===== config.mk =====
export PLATFORM = sky130hd
export DESIGN_NAME = window_sequencer_flat
export DESIGN_NICKNAME = d
export VERILOG_FILES = /design/src/rtl/diod_pkg.sv /design/src/rtl/window_sequencer_if.sv /design/src/rtl/window_sequencer_timer.sv /design/src/rtl/window_sequencer.sv /design/src/flat_wrapper.sv
export SDC_FILE = /design/constraint.sdc
export NUM_CORES = 1
export LEC_CHECK = 0
export BUFFER_PORTS_ARGS = -buffer_cell sky130_fd_sc_hd__buf_2
export CORE_MARGIN = 3
export CORE_UTILIZATION = 50
export DETAILED_ROUTE_END_ITERATION = 12
export PLACE_DENSITY = 0.72
export SYNTH_ARGS = -nofsm -noshare
export SYNTH_HDL_FRONTEND = slang
export SYNTH_SLANG_ARGS = --single-unit

===== constraint.sdc =====
create_clock -name clk -period 4.98 [get_ports clk]
set_clock_uncertainty 0.15 [all_clocks]
set_input_delay 0.498 -clock clk [delete_from_list [all_inputs] [get_ports clk]]
set_output_delay 0.498 -clock clk [all_outputs]
set_load 0.05 [all_outputs]

===== src/rtl/diod_pkg.sv =====
// Shared encodings and timing helpers for the diode window sequencer.
package diod_pkg;

    typedef enum logic [1:0] {
        MODE_ENABLE    = 2'b00,
        MODE_CALIBRATE = 2'b01,
        MODE_TEST      = 2'b10,
        MODE_RSVD      = 2'b11
    } mode_e;

    typedef enum logic [2:0] {
        PH_IDLE     = 3'd0,
        PH_SEND     = 3'd1,
        PH_INCREASE = 3'd2,
        PH_PAUSE    = 3'd3,
        PH_LISTEN   = 3'd4,
        PH_DONE     = 3'd5
    } phase_e;

    localparam int TEST_WINDOWS = 1;

    function automatic int us_to_cycles(input int us, input int clk_freq_mhz);
        return us * clk_freq_mhz;
    endfunction

endpackage


===== src/rtl/window_sequencer_if.sv =====
// Control/status bundle between a run requester and the window sequencer.
interface window_sequencer_if #(
    parameter int WIN_W = 8
);
    logic             start;
    logic [1:0]       mode;
    logic             abort;
    logic             busy;
    logic             done;
    logic             err;
    logic [2:0]       phase;
    logic [WIN_W-1:0] window_idx;
    logic             phase_start;
    logic             lfd_off;
    logic             lfd_on;
    logic             pause_action;

    modport master (
        output start, mode, abort,
        input  busy, done, err, phase, window_idx, phase_start,
               lfd_off, lfd_on, pause_action
    );

    modport slave (
        input  start, mode, abort,
        output busy, done, err, phase, window_idx, phase_start,
               lfd_off, lfd_on, pause_action
    );
endinterface


===== src/rtl/window_sequencer_timer.sv =====
// Loadable down-counter that holds at zero; tc_o flags the last cycle of a phase.
module phase_timer #(
    parameter int CNT_W = 16
) (
    input  logic             clk,
    input  logic             rst,
    input  logic             load_i,
    input  logic [CNT_W-1:0] load_val_i,
    output logic             tc_o
);
    logic [CNT_W-1:0] cnt_q, cnt_d;

    always_comb begin
        cnt_d = cnt_q;
        if (load_i) begin
            cnt_d = load_val_i;
        end else if (cnt_q != '0) begin
            cnt_d = cnt_q - 1'b1;
        end
    end

    always_ff @(posedge clk) begin
        if (rst) begin
            cnt_q <= '0;
        end else begin
            cnt_q <= cnt_d;
        end
    end

    assign tc_o = (cnt_q == '0);
endmodule


===== src/rtl/window_sequencer.sv =====
// Runs N measurement windows (SEND, INCREASE, PAUSE, LISTEN) for the latched
// mode and drives phase status plus the LFD/calibration strobes; all outputs registered.
module window_sequencer
    import diod_pkg::*;
#(
    parameter int CLK_FREQ_MHZ   = 50,
    parameter int SEND_US        = 30,
    parameter int INCREASE_US    = 350,
    parameter int PAUSE_US       = 5,
    parameter int LISTEN_US      = 115,
    parameter int CNT_W          = 16,
    parameter int WIN_W          = 8,
    parameter int ENABLE_WINDOWS = 3,
    parameter int CALIB_WINDOWS  = 20
) (
    input  logic               clk,
    input  logic               rst,
    window_sequencer_if.slave  bus
);
    localparam int     C_SEND     = us_to_cycles(SEND_US, CLK_FREQ_MHZ);
    localparam int     C_INCREASE = us_to_cycles(INCREASE_US, CLK_FREQ_MHZ);
    localparam int     C_PAUSE    = us_to_cycles(PAUSE_US, CLK_FREQ_MHZ);
    localparam int     C_LISTEN   = us_to_cycles(LISTEN_US, CLK_FREQ_MHZ);
    localparam longint CNT_MAX    = (64'd1 << CNT_W) - 1;
    localparam longint WIN_MAX    = (64'd1 << WIN_W) - 1;

    if (C_SEND < 1 || C_SEND > CNT_MAX || C_INCREASE < 1 || C_INCREASE > CNT_MAX ||
        C_PAUSE < 1 || C_PAUSE > CNT_MAX || C_LISTEN < 1 || C_LISTEN > CNT_MAX) begin : g_bad_phase
        $error("window_sequencer: phase cycle count outside 1..2^CNT_W-1");
    end

    if (ENABLE_WINDOWS < 1 || ENABLE_WINDOWS > WIN_MAX ||
        CALIB_WINDOWS < 1 || CALIB_WINDOWS > WIN_MAX) begin : g_bad_win
        $error("window_sequencer: window count outside 1..2^WIN_W-1");
    end

    function automatic logic [WIN_W-1:0] windows_for(input mode_e m);
        case (m)
            MODE_CALIBRATE: return WIN_W'(CALIB_WINDOWS);
            MODE_TEST:      return WIN_W'(TEST_WINDOWS);
            default:        return WIN_W'(ENABLE_WINDOWS);
        endcase
    endfunction

    phase_e           state_q, state_d;
    mode_e            mode_q, mode_d;
    logic [WIN_W-1:0] win_q, win_d;
    logic [WIN_W-1:0] count_q, count_d;
    logic             timer_load;
    logic [CNT_W-1:0] timer_val;
    logic             timer_tc;

    logic busy_q, busy_d;
    logic done_q, done_d;
    logic err_q, err_d;
    logic phase_start_q, phase_start_d;
    logic lfd_off_q, lfd_off_d;
    logic lfd_on_q, lfd_on_d;
    logic pause_action_q, pause_action_d;

    phase_timer #(.CNT_W(CNT_W)) u_timer (
        .clk        (clk),
        .rst        (rst),
        .load_i     (timer_load),
        .load_val_i (timer_val),
        .tc_o       (timer_tc)
    );

    always_ff @(posedge clk) begin
        if (rst) begin
            state_q        <= PH_IDLE;
            mode_q         <= MODE_ENABLE;
            win_q          <= '0;
            count_q        <= '0;
            busy_q         <= 1'b0;
            done_q         <= 1'b0;
            err_q          <= 1'b0;
            phase_start_q  <= 1'b0;
            lfd_off_q      <= 1'b0;
            lfd_on_q       <= 1'b0;
            pause_action_q <= 1'b0;
        end else begin
            state_q        <= state_d;
            mode_q         <= mode_d;
            win_q          <= win_d;
            count_q        <= count_d;
            busy_q         <= busy_d;
            done_q         <= done_d;
            err_q          <= err_d;
            phase_start_q  <= phase_start_d;
            lfd_off_q      <= lfd_off_d;
            lfd_on_q       <= lfd_on_d;
            pause_action_q <= pause_action_d;
        end
    end

    always_comb begin
        state_d = state_q;
        mode_d  = mode_q;
        win_d   = win_q;
        count_d = count_q;
        err_d   = 1'b0;
        unique case (state_q)
            PH_IDLE: begin
                if (bus.start) begin
                    if (mode_e'(bus.mode) == MODE_RSVD) begin
                        err_d = 1'b1;
                    end else begin
                        state_d = PH_SEND;
                        mode_d  = mode_e'(bus.mode);
                        count_d = windows_for(mode_e'(bus.mode));
                        win_d   = '0;
                    end
                end
            end
            PH_SEND:     if (timer_tc) state_d = PH_INCREASE;
            PH_INCREASE: if (timer_tc) state_d = PH_PAUSE;
            PH_PAUSE:    if (timer_tc) state_d = PH_LISTEN;
            PH_LISTEN: begin
                if (timer_tc) begin
                    if (win_q == count_q - 1'b1) begin
                        state_d = PH_DONE;
                    end else begin
                        state_d = PH_SEND;
                        win_d   = win_q + 1'b1;
                    end
                end
            end
            PH_DONE: state_d = PH_IDLE;
            default: state_d = PH_IDLE;
        endcase
        // Abort overrides any phase progress; start is only looked at in IDLE.
        if (state_q != PH_IDLE && bus.abort) begin
            state_d = PH_IDLE;
        end
        if (state_d == PH_IDLE) begin
            win_d = '0;
        end

        timer_load = (state_d != state_q) &&
                     (state_d inside {PH_SEND, PH_INCREASE, PH_PAUSE, PH_LISTEN});
        case (state_d)
            PH_SEND:     timer_val = CNT_W'(C_SEND - 1);
            PH_INCREASE: timer_val = CNT_W'(C_INCREASE - 1);
            PH_PAUSE:    timer_val = CNT_W'(C_PAUSE - 1);
            PH_LISTEN:   timer_val = CNT_W'(C_LISTEN - 1);
            default:     timer_val = '0;
        endcase
    end

    always_comb begin
        busy_d         = (state_d != PH_IDLE);
        done_d         = (state_d == PH_DONE);
        phase_start_d  = (state_d != state_q) && (state_d != PH_IDLE);
        lfd_off_d      = (state_d == PH_SEND) && (mode_d == MODE_CALIBRATE);
        lfd_on_d       = (state_d == PH_DONE) && (mode_d == MODE_CALIBRATE);
        pause_action_d = (state_d == PH_PAUSE) && (state_q != PH_PAUSE) &&
                         (mode_d == MODE_CALIBRATE);
    end

    assign bus.busy         = busy_q;
    assign bus.done         = done_q;
    assign bus.err          = err_q;
    assign bus.phase        = state_q;
    assign bus.window_idx   = win_q;
    assign bus.phase_start  = phase_start_q;
    assign bus.lfd_off      = lfd_off_q;
    assign bus.lfd_on       = lfd_on_q;
    assign bus.pause_action = pause_action_q;
endmodule


===== src/flat_wrapper.sv =====
// flat-port wrapper written by rule: the top's interface ports become plain ports
module window_sequencer_flat import diod_pkg::*;
#(
    parameter int CLK_FREQ_MHZ   = 50,
    parameter int SEND_US        = 30,
    parameter int INCREASE_US    = 350,
    parameter int PAUSE_US       = 5,
    parameter int LISTEN_US      = 115,
    parameter int CNT_W          = 16,
    parameter int WIN_W          = 8,
    parameter int ENABLE_WINDOWS = 3,
    parameter int CALIB_WINDOWS  = 20
)
  (clk, rst, bus_start, bus_mode, bus_abort, bus_busy, bus_done, bus_err, bus_phase, bus_window_idx, bus_phase_start, bus_lfd_off, bus_lfd_on, bus_pause_action);
  window_sequencer_if #(.WIN_W(WIN_W)) bus_i ();
  input  logic clk;
  input  logic rst;
  input wire logic [$bits(bus_i.start)-1:0] bus_start;
  input wire logic [$bits(bus_i.mode)-1:0] bus_mode;
  input wire logic [$bits(bus_i.abort)-1:0] bus_abort;
  output wire logic [$bits(bus_i.busy)-1:0] bus_busy;
  output wire logic [$bits(bus_i.done)-1:0] bus_done;
  output wire logic [$bits(bus_i.err)-1:0] bus_err;
  output wire logic [$bits(bus_i.phase)-1:0] bus_phase;
  output wire logic [$bits(bus_i.window_idx)-1:0] bus_window_idx;
  output wire logic [$bits(bus_i.phase_start)-1:0] bus_phase_start;
  output wire logic [$bits(bus_i.lfd_off)-1:0] bus_lfd_off;
  output wire logic [$bits(bus_i.lfd_on)-1:0] bus_lfd_on;
  output wire logic [$bits(bus_i.pause_action)-1:0] bus_pause_action;
  assign bus_i.start = bus_start;
  assign bus_i.mode = bus_mode;
  assign bus_i.abort = bus_abort;
  assign bus_busy = bus_i.busy;
  assign bus_done = bus_i.done;
  assign bus_err = bus_i.err;
  assign bus_phase = bus_i.phase;
  assign bus_window_idx = bus_i.window_idx;
  assign bus_phase_start = bus_i.phase_start;
  assign bus_lfd_off = bus_i.lfd_off;
  assign bus_lfd_on = bus_i.lfd_on;
  assign bus_pause_action = bus_i.pause_action;
  window_sequencer #(.CLK_FREQ_MHZ(CLK_FREQ_MHZ), .SEND_US(SEND_US), .INCREASE_US(INCREASE_US), .PAUSE_US(PAUSE_US), .LISTEN_US(LISTEN_US), .CNT_W(CNT_W), .WIN_W(WIN_W), .ENABLE_WINDOWS(ENABLE_WINDOWS), .CALIB_WINDOWS(CALIB_WINDOWS)) u_core (.clk(clk), .rst(rst), .bus(bus_i));
endmodule

==> metrics.yaml <==
n_fill_cell: 398
antenna_found_initial: 0
dp_hpwl_mm: 3.71
drive_gt1_frac: 0.186
slew_violations: 0
grt_pass1_vias: 1824
drt_iter0_drc: 89
max_cap_viol_count: 0
wirelength_mm: 4.93
dr_total_vias: 1914
insertedDiodeCount: 0
p_leak_uw: 0.00106
syn-num-nets: 282
crit_fanout: 8
grt_pass1_wl_mm: 8.42
synth.area.top_cells: "dfxtp_1 34%, nand2_1 6.0%, xor2_1 5.8%"
initial_utilization: 0.544
cellInternalPower_uw: 779
vias_per_cell: 5.63
grt_max_degree: 28
pwr-share-clk: 0.196
clkSinkCount: 39
startpoint_type: "register"
postSynthCellCount: 268
yosys_warnings: 0
async_flop_share: 0
syn_area_um2: 2270
num_rows: 23
setup_violations: 0
ir_worst_vdd_mv: 0.387
dp_slack_ns: 2.14
yosys.area.top_type: "dfxtp_1"
cts_made_buffers: 5
max-slew-margin-rel: 0.539
layout_min_cycle_time_ns: 2.76
fin_crit_sh: 0.555
synth_common_cells: "39 x dfxtp_1, 36 x nand2_1, 31 x nor2_1"
switching_share: 0.417
synth_seq_area_share: 0.344
cts_tree: "built"
area_delta_synth_final_pct: 11.2
synth_top_area_share: 0.344
worstMarginPinSlew_ns: 0.686
cts_hold_buf: 0
synth-edff-count: 0
gp_congestion: 0.904
dr.pass1.iters: 4
combPwrFrac: 0.484
ys.flop_type: "dfxtp_1"
die_area_um2: 5380
cts_resized: 0
drcViolationCount: 0
post_drt_wl_per_cell_um: 14.5
die_w_um: 73.4
io_buffers: 23
io_pins: 24
clk_latency_ns: 0.30
hold_class: "in2reg"
cp_data_required_time_ns: 5.04
timing.setup.tns_ns: 0
die_y_um: 73.4
overflow: 0
synth_area_per_cell_um2: 8.46
fin_nets: 303
cp.arrival_ns: 2.82
coreArea_um2: 4170
status: "completed"
end_kind: "register"
hold_viol: 0
cts_max_level: 2
pwr-share-seq: 0.320
worst_slack_ns: 2.22
ant_nets: 0
clk_path_buf_depth: 2
postCtsSetupBuffers: 0
rsz0062_at_grt: "false"
cts_root_buf: "clkbuf_8"
yosysMostFrequentCell: "dfxtp_1"
grtUsageTotal: 0.204
clk_pin_slew_ns: 0.08
power.density_nw_per_um2: 530
synth_seq_cells: 39
fmax_mhz: 362
synth_cell_types: 56
switchingPower_uw: 557
critPathKind: "reg2reg"
==> cell type report <==
class | count | area, um^2 | share of cell area
Clock buffer | 5 | 68.8 | 0.0273
Clock inverter | 3 | 43.8 | 0.0174
Inverter | 11 | 41.3 | 0.0164
Multi-Input combinational cell | 209 | 1410 | 0.559
Sequential cell | 39 | 781 | 0.310
Tap cell | 50 | 62.6 | 0.0248
Timing Repair Buffer | 23 | 115 | 0.0456
==> flip-flops by register name, summed over array words and instances (netlist names) <==
| name | cells |
|---|---|
| u_core.bus.lfd_off | 1 |
| u_core.count_q | 3 |
| u_core.bus.window_idx | 8 |
| u_core.bus.err | 1 |
| u_core.bus.lfd_on | 1 |
| u_core.bus.phase_start | 1 |
| u_core.mode_q | 2 |
| u_core.bus.pause_action | 1 |
| u_core.u_timer.cnt_q | 16 |
| u_core.bus.busy | 1 |
| u_core.bus.phase | 3 |
| u_core.bus.done | 1 |
==> final timing paths <==
check / startpoint / end / slack (ns) / depth (start not counted)
worst max-delay path: u_core.count_q[0] / u_core.u_timer.cnt_q[10] / 2.22 / 11
worst min-delay path: bus_start / u_core.bus.err / 0.30 / 3
worst max register to register: u_core.count_q[0] / u_core.u_timer.cnt_q[10] / 2.22 / 11
worst min register to register: u_core.mode_q[1] / u_core.mode_q[1] / 0.31 / 2
==> metal layers <==
layer | part of all wire | wire [um] | global-route usage
met5 | 0 | 0 | 0
met4 | 0.015 | 75 | 0.0785
met3 | 0.045 | 220 | 0.0479
met2 | 0.48 | 2360 | 0.339
met1 | 0.46 | 2270 | 0.255
==> power groups by stage <==
stage	clock (uW)	sequential (uW)	combinational, uW
after CTS	269	426	645
after global placement	0	431	638
after floorplan	0	432	529
after global routing	284	436	719
final	262	427	647
after detailed placement	0	432	640
==> cell families after synthesis <==
group,Yosys count,synth area share
simple gates,131,0.324
compound gates,45,0.149
flops,39,0.344
xor+xnor,22,0.0849
buf+inv,20,0.0342
fa+ha+maj,8,0.0441
mux,3,0.0193
==> cell usage in the layout, fill, tap and decap left out, types with 8 or more instances in the layout <==
cell type / count
nand2_1: 36
dfxtp_1: 39
nor3_1: 15
ha_1: 8
buf_2: 23
inv_1: 11
xor2_1: 15
a21oi_1: 14
nor2_1: 31
==> metrics by stage <==
stage | hold WS (ns) | total power [uW] | utilization | instances | area (um^2)
floorplan | 0.281 | 961 | - | 268 | 2270
global placement | 0.295 | 1070 | 0.578 | 332 | 2410
detailed placement | 0.296 | 1070 | 0.578 | 332 | 2410
CTS | 0.298 | 1340 | 0.604 | 340 | 2520
global route | 0.326 | 1440 | 0.604 | 340 | 2520
finish | 0.303 | 1340 | 0.604 | 340 | 2520
==> critical path, cell delays in order, from the launching register on <==
cell and delay, ns:
dfxtp_1 0.40, inv_1 0.06, ha_1 0.20, inv_1 0.05, ha_1 0.23, xnor2_1 0.14, nand2_1 0.10, nor4_4 0.45
nor3_2 0.18, a31oi_4 0.34, nand2_1 0.09, a311oi_1 0.27
(Power assumes the default switching activity.)
